===== src/rtl/preamble_frame_tx.sv =====
// Serial frame transmitter: 4-bit preamble, MSB-first payload, idle-low gap.
// Valid/ready handshake accepts one word per frame while idle.
module preamble_frame_tx #(
  parameter int          DATA_WIDTH = 8,
  parameter logic [3:0]  PREAMBLE   = 4'b1010,
  parameter int          GAP_CYCLES = 1
) (
  input  logic                  clk,
  input  logic                  reset,
  input  logic [DATA_WIDTH-1:0] tx_data,
  input  logic                  tx_valid,
  output logic                  tx_ready,
  output logic                  serial_out,
  output logic                  frame_active,
  output logic                  frame_done
);

  localparam int SW = DATA_WIDTH + 4;
  localparam int M1 = (DATA_WIDTH > 4) ? DATA_WIDTH : 4;
  localparam int MC = (GAP_CYCLES > M1) ? GAP_CYCLES : M1;
  localparam int CW = $clog2(MC);

  localparam logic [CW-1:0] PRE_LAST  = CW'(3);
  localparam logic [CW-1:0] DATA_LAST = CW'(DATA_WIDTH - 1);
  localparam logic [CW-1:0] DATA_PEN  = CW'(DATA_WIDTH - 2);
  localparam logic [CW-1:0] GAP_LAST  = CW'(GAP_CYCLES - 1);

  typedef enum logic [1:0] {
    IDLE,
    PRE,
    DATA,
    GAP
  } state_t;

  state_t          state_q, state_d;
  logic [CW-1:0]   cnt_q, cnt_d;
  logic [SW-1:0]   shift_q, shift_d;
  logic            ser_q, ser_d;
  logic            act_q, act_d;
  logic            done_q, done_d;

  // Preamble and payload share one shift register so the line is
  // always the register MSB while a frame is being driven.
  always_comb begin
    state_d = state_q;
    cnt_d   = cnt_q;
    shift_d = shift_q;
    ser_d   = 1'b0;
    act_d   = 1'b0;
    done_d  = 1'b0;
    unique case (state_q)
      IDLE: begin
        if (tx_valid) begin
          state_d = PRE;
          cnt_d   = '0;
          shift_d = {PREAMBLE[2:0], tx_data, 1'b0};
          ser_d   = PREAMBLE[3];
          act_d   = 1'b1;
        end
      end
      PRE: begin
        ser_d   = shift_q[SW-1];
        shift_d = {shift_q[SW-2:0], 1'b0};
        act_d   = 1'b1;
        if (cnt_q == PRE_LAST) begin
          state_d = DATA;
          cnt_d   = '0;
          done_d  = (DATA_WIDTH == 1);
        end else begin
          cnt_d = cnt_q + CW'(1);
        end
      end
      DATA: begin
        if (cnt_q == DATA_LAST) begin
          state_d = GAP;
          cnt_d   = '0;
        end else begin
          ser_d   = shift_q[SW-1];
          shift_d = {shift_q[SW-2:0], 1'b0};
          act_d   = 1'b1;
          done_d  = (cnt_q == DATA_PEN);
          cnt_d   = cnt_q + CW'(1);
        end
      end
      GAP: begin
        if (cnt_q == GAP_LAST) begin
          state_d = IDLE;
          cnt_d   = '0;
        end else begin
          cnt_d = cnt_q + CW'(1);
        end
      end
    endcase
  end

  always_ff @(posedge clk or posedge reset) begin
    if (reset) begin
      state_q <= IDLE;
      cnt_q   <= '0;
      shift_q <= '0;
      ser_q   <= 1'b0;
      act_q   <= 1'b0;
      done_q  <= 1'b0;
    end else begin
      state_q <= state_d;
      cnt_q   <= cnt_d;
      shift_q <= shift_d;
      ser_q   <= ser_d;
      act_q   <= act_d;
      done_q  <= done_d;
    end
  end

  assign tx_ready     = (state_q == IDLE);
  assign serial_out   = ser_q;
  assign frame_active = act_q;
  assign frame_done   = done_q;

endmodule


===== config.mk =====
export PLATFORM = sky130hd
export DESIGN_NAME = preamble_frame_tx
export DESIGN_NICKNAME = d
export VERILOG_FILES = /design/src/rtl/preamble_frame_tx.sv
export SDC_FILE = /design/constraint.sdc
export NUM_CORES = 1
export LEC_CHECK = 0
export ABC_AREA = 1
export CAP_MARGIN = 20
export CORE_MARGIN = 4
export CORE_UTILIZATION = 40
export CTS_BUF_LIST = sky130_fd_sc_hd__clkbuf_4 sky130_fd_sc_hd__clkbuf_8
export DETAILED_ROUTE_END_ITERATION = 10
export PLACE_DENSITY = 0.63
export SLEW_MARGIN = 20
export SYNTH_ARGS = -nofsm -noshare
export SYNTH_HDL_FRONTEND = slang
export SYNTH_SLANG_ARGS = --single-unit

===== constraint.sdc =====
create_clock -name clk -period 1.47 [get_ports clk]
set_input_delay 0.147 -clock clk [delete_from_list [all_inputs] [get_ports clk]]
set_output_delay 0.147 -clock clk [all_outputs]
set_load 0.02 [all_outputs]

Word-level counts from Yosys, hierarchy flattened
Index checks and enable logic that the tools add are counted.

Flip-flop bits (word level): 20. Input bits: 11. Output and inout bits: 4. Word-level logic and storage cells: 43.

Add/subtract/negate cells: 1. Equality and inequality tests: 11. Muxes and demuxes: 20. Reductions and logical operators: 5.

Operators with widths (number): 12-bit one-hot mux with 3 select lines (1); 12-bit 2-to-1 mux (2); 3-bit 2-to-1 mux (4); 3-bit one-hot mux with 4 select lines (1); 2-bit != test, second input constant (5); 2-bit 2-to-1 mux (4); 2-bit one-hot mux with 4 select lines (1); 3-bit equality test, second input constant (2); 1-bit one-hot mux with 3 select lines (2); 1-bit 2-to-1 mux (5); 2-bit equality test, second input constant (2); 4-bit AND reduction (1); 3-bit by 1-bit adder with 3-bit output, second input constant (1); 3-bit by 2-bit equality test with 1-bit output, second input constant (1); 3-bit logical NOT (1); 3-bit AND reduction (1); 3-bit nonzero test (1); 2-bit by 1-bit equality test with 1-bit output, second input constant (1); 2-bit logical NOT (1).

Depth between registers and ports, before layout
Gate-level depths: netlist of the first run.

Depth after elaboration: 3. Mapped depth: 9.

Worst setup path before layout of the first run
Ideal clock, no wire load.

Path type: register to register. Start: register state_q[0]. End: register shift_q[2]. Library setup time: 123 ps. Arrival time: 1365 ps. Data required time: 1347 ps. Setup slack: -18 ps. Cell stages (with the launch flop): 9. Path buffers: 1. Path through: dfrtp_1 inv_1 ha_1 inv_2 nor2_4 nor2_4 nand2_4 buf_6 o21ai_2.

Word-level cells in the longest chain between the ends: 3.

Ends and longest elaborated chain: start: declaration (RTL line 35) `state_t state_q, state_d;`; start signal: assignment (RTL line 105) `state_q <= state_d;`; 2-bit logical NOT *; via tx_ready (RTL line 12) `output logic tx_ready,`; 2-bit != test (no source line) / 3-bit nonzero test (equally long branches); 3-bit AND reduction (no source line); end signal: assignment (RTL line 107) `shift_q <= shift_d;`; end: declaration (RTL line 37) `logic [SW-1:0] shift_q, shift_d;`.

Mark *: on every way through the listed nets, which the timed path passes. The rest lies on a longest branch. A chain may end at the register's enable or synchronous reset.

Worst setup path after layout of the first run
Start: register act_q (netlist: frame_active). End: output port frame_active.

RTL lines: start: declaration (RTL line 39) `logic act_q, act_d;`; start signal: assignment (RTL line 109) `act_q <= act_d;`; end: declaration (RTL line 14) `output logic frame_active,`.

No word-level cell between the ends.

==> flow_metrics.py, run 1 <==
metrics = {
    "floorplanning": {
        "fp-row-count": 19,
        "ios": 15,
        "die_y_um": 61.4,
        "coreArea_um2": 2730,
        "die_w_um": 61.4,
        "dieArea_um2": 3770,
        "start_util_pct": 41.7,
    },
    "cts": {
        "cts_buffers": 3,
        "cts-root-buf": "clkbuf_4",
        "clkLatencyLatePin_ns": 0.30,
        "post_cts_buffers": 0,
        "clock_sinks": 19,
        "cts.clk_slew.worst_paths_ns": 0.11,
        "htree_levels": 1,
        "cts_tree": "yes",
        "clock_path_buffers": 2,
    },
    "cells_and_area": {
        "postLayoutCoreUtil_pct": 51.7,
        "area_growth_pct": 23.8,
        "diodes": 0,
        "num-fill-cells": 260,
        "final_cell_area_um2": 1410,
        "nets": 172,
        "drive_gt1_share_pct": 35.3,
        "final_common_cell": "nand2_1",
        "layout.cells.non_filler": 181,
        "final_cell_mix": "nand2_1 (28), dfrtp_1 (19), clkdlybuf4s50_1 (13)",
    },
    "worst_setup_path": {
        "r2r_slack_ns": 0.10,
        "worstPathCellList": "clkdlybuf4s50_1",
        "slowest_stage": "clkdlybuf4s50_1",
        "worstPathRequired_ns": 1.32,
        "worst-setup-path-type": "flop to primary output",
        "r2r-end": "shift_q[4]",
        "worstPathArrival_ns": 1.23,
        "crit_start": "frame_active",
        "end_kind": "primary output",
        "critical_path.top_delay_family": "buffers and inverters",
        "crit_path_max_incr_delay_ns": 0.59,
        "crit_buf_inv": 1,
        "startpoint_type": "flop",
        "reg2reg_depth": 5,
        "crit_end": "frame_active",
        "reg2reg_from": "state_q[0]",
        "worstPathMaxFanout": 1,
        "path_depth": 1,
    },
    "logic_synthesis": {
        "yosys.area_share.adder_pct": 11.0,
        "synth-seq-cells": 19,
        "synthCells": 128,
        "yosysSeqAreaShare_pct": 41.7,
        "muxShareOfSynthArea_pct": 0,
        "synth_compound_area_share_pct": 13.3,
        "synth-xor-area-share_pct": 0,
        "synth_top_family_by_area": "simple AND/OR/NAND/NOR gates",
        "yosysWarnings": 0,
        "syn-cell-area_um2": 1140,
        "synth-simple-area-share_pct": 26.6,
        "syn_nets": 149,
        "yosysUniqueCellTypes": 18,
        "avgSynthCellArea_um2": 8.91,
    },
    "run": {
        "maxCapViolations": 0,
    },
    "sta": {
        "fin_skew_ns": 0.00532,
        "tns_ns": 0,
        "worst_hold_slack_ns": 0.153,
        "finalSetupViolCount": 0,
        "fmax_mhz": 726,
        "hold_viol": 0,
        "finalCriticalPeriod_ns": 1.38,
        "post-route-period-util_pct": 93.7,
        "worst_pin_slew_ns": 0.244,
        "worst_slack_ns": 0.0925,
        "slew_viol_final": 0,
        "relSlewSlack_pct": 83.7,
    },
    "placed_design": {
        "place_area_um2": 1320,
        "place_inst": 175,
        "place_hpwl_mm": 1.54,
        "place_congestion": 0.761,
        "port-buffer-count": 14,
        "place_ws_ns": 0.0208,
    },
    "drt": {
        "vias_per_cell": 4.81,
        "totalWireLength_mm": 2.17,
        "via_count": 871,
        "drtIter0Drc": 27,
        "routedWlPerCell_um": 12.0,
        "firstDrtPassIters": 4,
        "ant_nets": 0,
        "drc": 0,
    },
    "status": {
        "status": "finished clean",
    },
    "global_routing": {
        "grtUsageTotal_pct": 12.3,
        "antenna_found_initial": 0,
        "grt_pass1_vias": 813,
        "grt.overflow.total": 0,
        "grt_pass1_wl_mm": 3.42,
        "grt_start_max_net_pins": 23,
    },
    "power": {
        "p_leak_nw": 0.653,
        "peakVddDrop_uv": 1490,
        "p_per_area_nw_per_um2": 2260,
        "p_total_mw": 3.19,
    },
    "min_path": {
        "hold_class": "input port to asynchronous set/reset pin",
    },
}
-- layer usage --
| metal | routed length, um | track usage, % | vias to the layer above | share of wire, % |
|---|---|---|---|---|
| met1 | 937 | 13.9 | 403 | 43 |
| met4 | 13 | 3.64 | 0 | 0.60 |
| met3 | 115 | 4.82 | 2 | 5.3 |
| met5 | 0 | 0 | - | 0 |
| li1 | - | - | 449 | - |
| met2 | 1100 | 21.3 | 17 | 51 |
-- layout make-up --
type	count	area (um^2)	area share [%]
Multi-Input combinational cell	94	629	44.6
Timing Repair inverter	1	7.51	0.531
Timing Repair Buffer	19	179	12.7
Inverter	13	52.6	3.72
Clock buffer	4	30.0	2.13
Sequential cell	19	475	33.7
Tap cell	31	38.8	2.75
-- cells by family after synthesis --
group           Yosys count
fa+ha+maj                10
flops                    19
buf+inv                  16
simple gates             61
compound gates           22
-- cells in the mapped netlist --
master    n  share of area, %
a21oi_1   4               1.8
buf_12    1               1.8
buf_2     1              0.44
buf_6     1              0.99
dfrtp_1  19                42
ha_1     10                11
inv_1    12               3.9
inv_2     1              0.33
nand2_1  29               9.5
nand2_2   9               4.9
nand2_4   1              0.99
nand3_1   6               2.6
nor2_1    5               1.6
nor2_4    2               2.0
nor2b_1   1              0.55
o21ai_0   7               3.1
o21ai_2  11               8.4
or2_2     8               4.4
-- flip-flops by register name (all words and copies together), names as in the netlist --
signal / count
cnt_q: 3
shift_q: 11
state_q: 2
serial_out: 1
frame_done: 1
frame_active: 1
-- repair_timing --
action                     4_1_cts  5_1_grt
hold buffers                     0        0
pin swaps                        0        2
gates cloned                     0        2
gates resized for setup          4       16
setup endpoints to repair        2       15
-- worst min-delay path by stage --
stage / start / to / slack (ns) / depth (start not counted)
2_1_floorplan: reset / cnt_q[0] / 0.1 / 1
4_1_cts: reset / shift_q[11] / 0.15 / 3
5_1_grt: reset / shift_q[7] / 0.18 / 3
6_report: reset / shift_q[10] / 0.15 / 3
3_3_place_gp: shift_q[1] / shift_q[1] / 0.47 / 2
3_5_place_dp: shift_q[1] / shift_q[1] / 0.47 / 2
-- power by group --
part | switching (mW) | internal (mW)
clock network | 0.160 | 0.124
registers | 0.152 | 0.760
logic | 1.12 | 0.870
No activity file was read; power rests on OpenSTA's default activity.
==> run 2, diff against run 1 <==
--- a/config.mk
+++ b/config.mk
@@ -11,6 +11,7 @@
 export CORE_UTILIZATION = 40
 export CTS_BUF_LIST = sky130_fd_sc_hd__clkbuf_4 sky130_fd_sc_hd__clkbuf_8
 export DETAILED_ROUTE_END_ITERATION = 10
+export MAX_ROUTING_LAYER = met4
 export PLACE_DENSITY = 0.63
 export SLEW_MARGIN = 20
 export SYNTH_ARGS = -nofsm -noshare
==> run 2 against run 1 <==
Global-route usage rose by 0.38 points. Maximum frequency barely moved. Combinational power barely moved.
==> flow_metrics.py, run 2 (synthesis gave the netlist of run 1 again) <==
metrics = {
    "power": {
        "switching_share_pct": 45.0,
        "p_leak_nw": 0.653,
        "clock_power_share_pct": 8.9,
        "p_comb_share_pct": 62.5,
        "p_int_mw": 1.75,
        "seq_power_share_pct": 28.6,
        "p_per_area_nw_per_um2": 2260,
        "peakVddDrop_uv": 1490,
        "switchingPower_mw": 1.43,
    },
    "sta": {
        "slew_viol_final": 0,
        "relSlewSlack_pct": 83.7,
        "worst_pin_slew_ns": 0.244,
        "hold_viol": 0,
        "fmax_mhz": 725,
        "post-route-period-util_pct": 93.8,
        "fin_skew_ns": 0.00628,
        "finalSetupViolCount": 0,
        "worst_slack_ns": 0.0913,
        "finalCriticalPeriod_ns": 1.38,
    },
    "placed_design": {
        "place_congestion": 0.771,
        "place_ws_ns": 0.0208,
        "port-buffer-count": 14,
        "place_inst": 175,
        "place_hpwl_mm": 1.54,
    },
    "run": {
        "maxCapViolations": 0,
    },
    "floorplanning": {
        "fp-row-count": 19,
        "coreArea_um2": 2730,
        "die_w_um": 61.4,
        "dieArea_um2": 3770,
        "ios": 15,
        "start_util_pct": 41.7,
        "die_y_um": 61.4,
    },
    "cells_and_area": {
        "final_common_cell": "nand2_1",
        "register_area_um2": 475,
        "area_growth_pct": 23.8,
        "top_register": "shift_q",
        "nets": 172,
        "top_regs": "shift_q: 11 flops, cnt_q: 3 flops, state_q: 2 flops",
        "final_cell_mix": "nand2_1 (28), dfrtp_1 (19), clkdlybuf4s50_1 (13)",
        "drive_gt1_share_pct": 35.3,
        "layout.cells.non_filler": 181,
        "multiInputGateArea_um2": 629,
        "diodes": 0,
        "largest_register_ffs": 11,
        "num-fill-cells": 260,
    },
    "worst_setup_path": {
        "worstPathCellList": "clkdlybuf4s50_1",
        "end_kind": "primary output",
        "worstPathMaxFanout": 1,
        "startpoint_type": "flop",
        "crit_path_max_incr_delay_ns": 0.59,
        "r2r-end": "shift_q[6]",
        "worstPathRequired_ns": 1.32,
        "reg2reg_depth": 6,
        "crit_buf_inv": 1,
        "critical_path.top_delay_family": "buffers and inverters",
        "worstPathArrival_ns": 1.23,
        "slowest_stage": "clkdlybuf4s50_1",
        "path_depth": 1,
        "reg2reg_from": "state_q[0]",
        "worst-setup-path-type": "flop to primary output",
        "r2r_slack_ns": 0.10,
    },
    "global_routing": {
        "grt_pass1_wl_mm": 3.43,
        "grt_start_max_net_pins": 23,
        "antenna_found_initial": 0,
        "grt.overflow.total": 0,
        "grtUsageTotal_pct": 12.6,
        "grt_pass1_vias": 812,
    },
    "cts": {
        "cts_tree": "yes",
        "htree_levels": 1,
        "post_cts_buffers": 0,
        "clock_sinks": 19,
        "ctsHoldBuffers": 0,
        "clock_path_buffers": 2,
        "cts.clk_slew.worst_paths_ns": 0.11,
        "clkLatencyLatePin_ns": 0.30,
        "cts_buffers": 3,
        "cts-root-buf": "clkbuf_4",
    },
    "drt": {
        "routedWlPerCell_um": 12.0,
        "totalWireLength_mm": 2.17,
        "ant_nets": 0,
        "drtIter0Drc": 33,
        "vias_per_cell": 4.78,
        "firstDrtPassIters": 4,
        "drc": 0,
        "via_count": 865,
    },
    "status": {
        "status": "finished clean",
    },
    "min_path": {
        "hold_class": "input port to asynchronous set/reset pin",
    },
}
-- run 2: cell counts in the layout (fill, tap and decap cells not counted) --
Identical to the previous run, type by type.
-- run 2: routing by layer --
| metal | GRT usage [%] | vias up | routed length [um] |
|---|---|---|---|
| met4 | 3.64 | 0 | 13 |
| met3 | 4.61 | 2 | 100 |
| li1 | - | 449 | - |
| met5 | - | - | 0 |
| met2 | 21.3 | 15 | 1110 |
| met1 | 14.0 | 399 | 941 |
-- run 2: worst max path at each step --
stage	from	endpoint	slack, ns
after floorplan	state_q[1]	shift_q[2]	0.002
after global placement	state_q[0]	shift_q[5]	0.03
after detailed placement	state_q[0]	shift_q[6]	0.02
after CTS	state_q[0]	shift_q[5]	0.02
after global routing	cnt_q[0]	cnt_q[0]	-0.01
final	frame_active	frame_active	0.09
-- run 2: stage by stage --
| step | TNS, ns | util, % | instance area [um^2] | total power [mW] | hold WS [ns] |
|---|---|---|---|---|---|
| floorplan | 0 | - | 1140 | 2.33 | 0.0981 |
| global placement | 0 | 48.4 | 1320 | 2.62 | 0.466 |
| detailed placement | 0 | 48.4 | 1320 | 2.68 | 0.470 |
| CTS | 0 | 49.9 | 1360 | 2.99 | 0.154 |
| global route | -0.0149 | 51.7 | 1410 | 3.49 | 0.181 |
| finish | 0 | 51.7 | 1410 | 3.19 | 0.152 |
-- run 2: power by group through the flow --
stage          Combinational, mW  Sequential [mW]  Clock (mW)
3_3_place_gp                1.71            0.913           0
4_1_cts                     1.79            0.905       0.298
3_5_place_dp                1.76            0.917           0
2_1_floorplan               1.41            0.924           0
6_report                    1.99            0.911       0.284
5_1_grt                     2.24            0.940       0.320
-- run 2: cell type report --
type | count | area share [%]
multi-input cells | 94 | 44.6
flip-flops and latches | 19 | 33.7
repair buffers | 19 | 12.7
inverters | 13 | 3.72
well taps | 31 | 2.75
clock buffers | 4 | 2.13
repair inverters | 1 | 0.531
-- run 2: worst register-to-register path, delay by kind of cell (launching register included) --
kind | cells | cell delay, ns
AND/OR/NAND/NOR | 3 | 0.44
flip-flops | 1 | 0.40
adder cells (fa/ha/maj) | 1 | 0.21
buffers and inverters | 1 | 0.15
AO/OA/AOI/OAI | 1 | 0.05
-- run 2: what timing repair did --
action | 4_1_cts | 5_1_grt
setup endpoints to repair | 2 | 15
gates cloned | 0 | 2
pin swaps | 0 | 2
gates resized for setup | 4 | 16
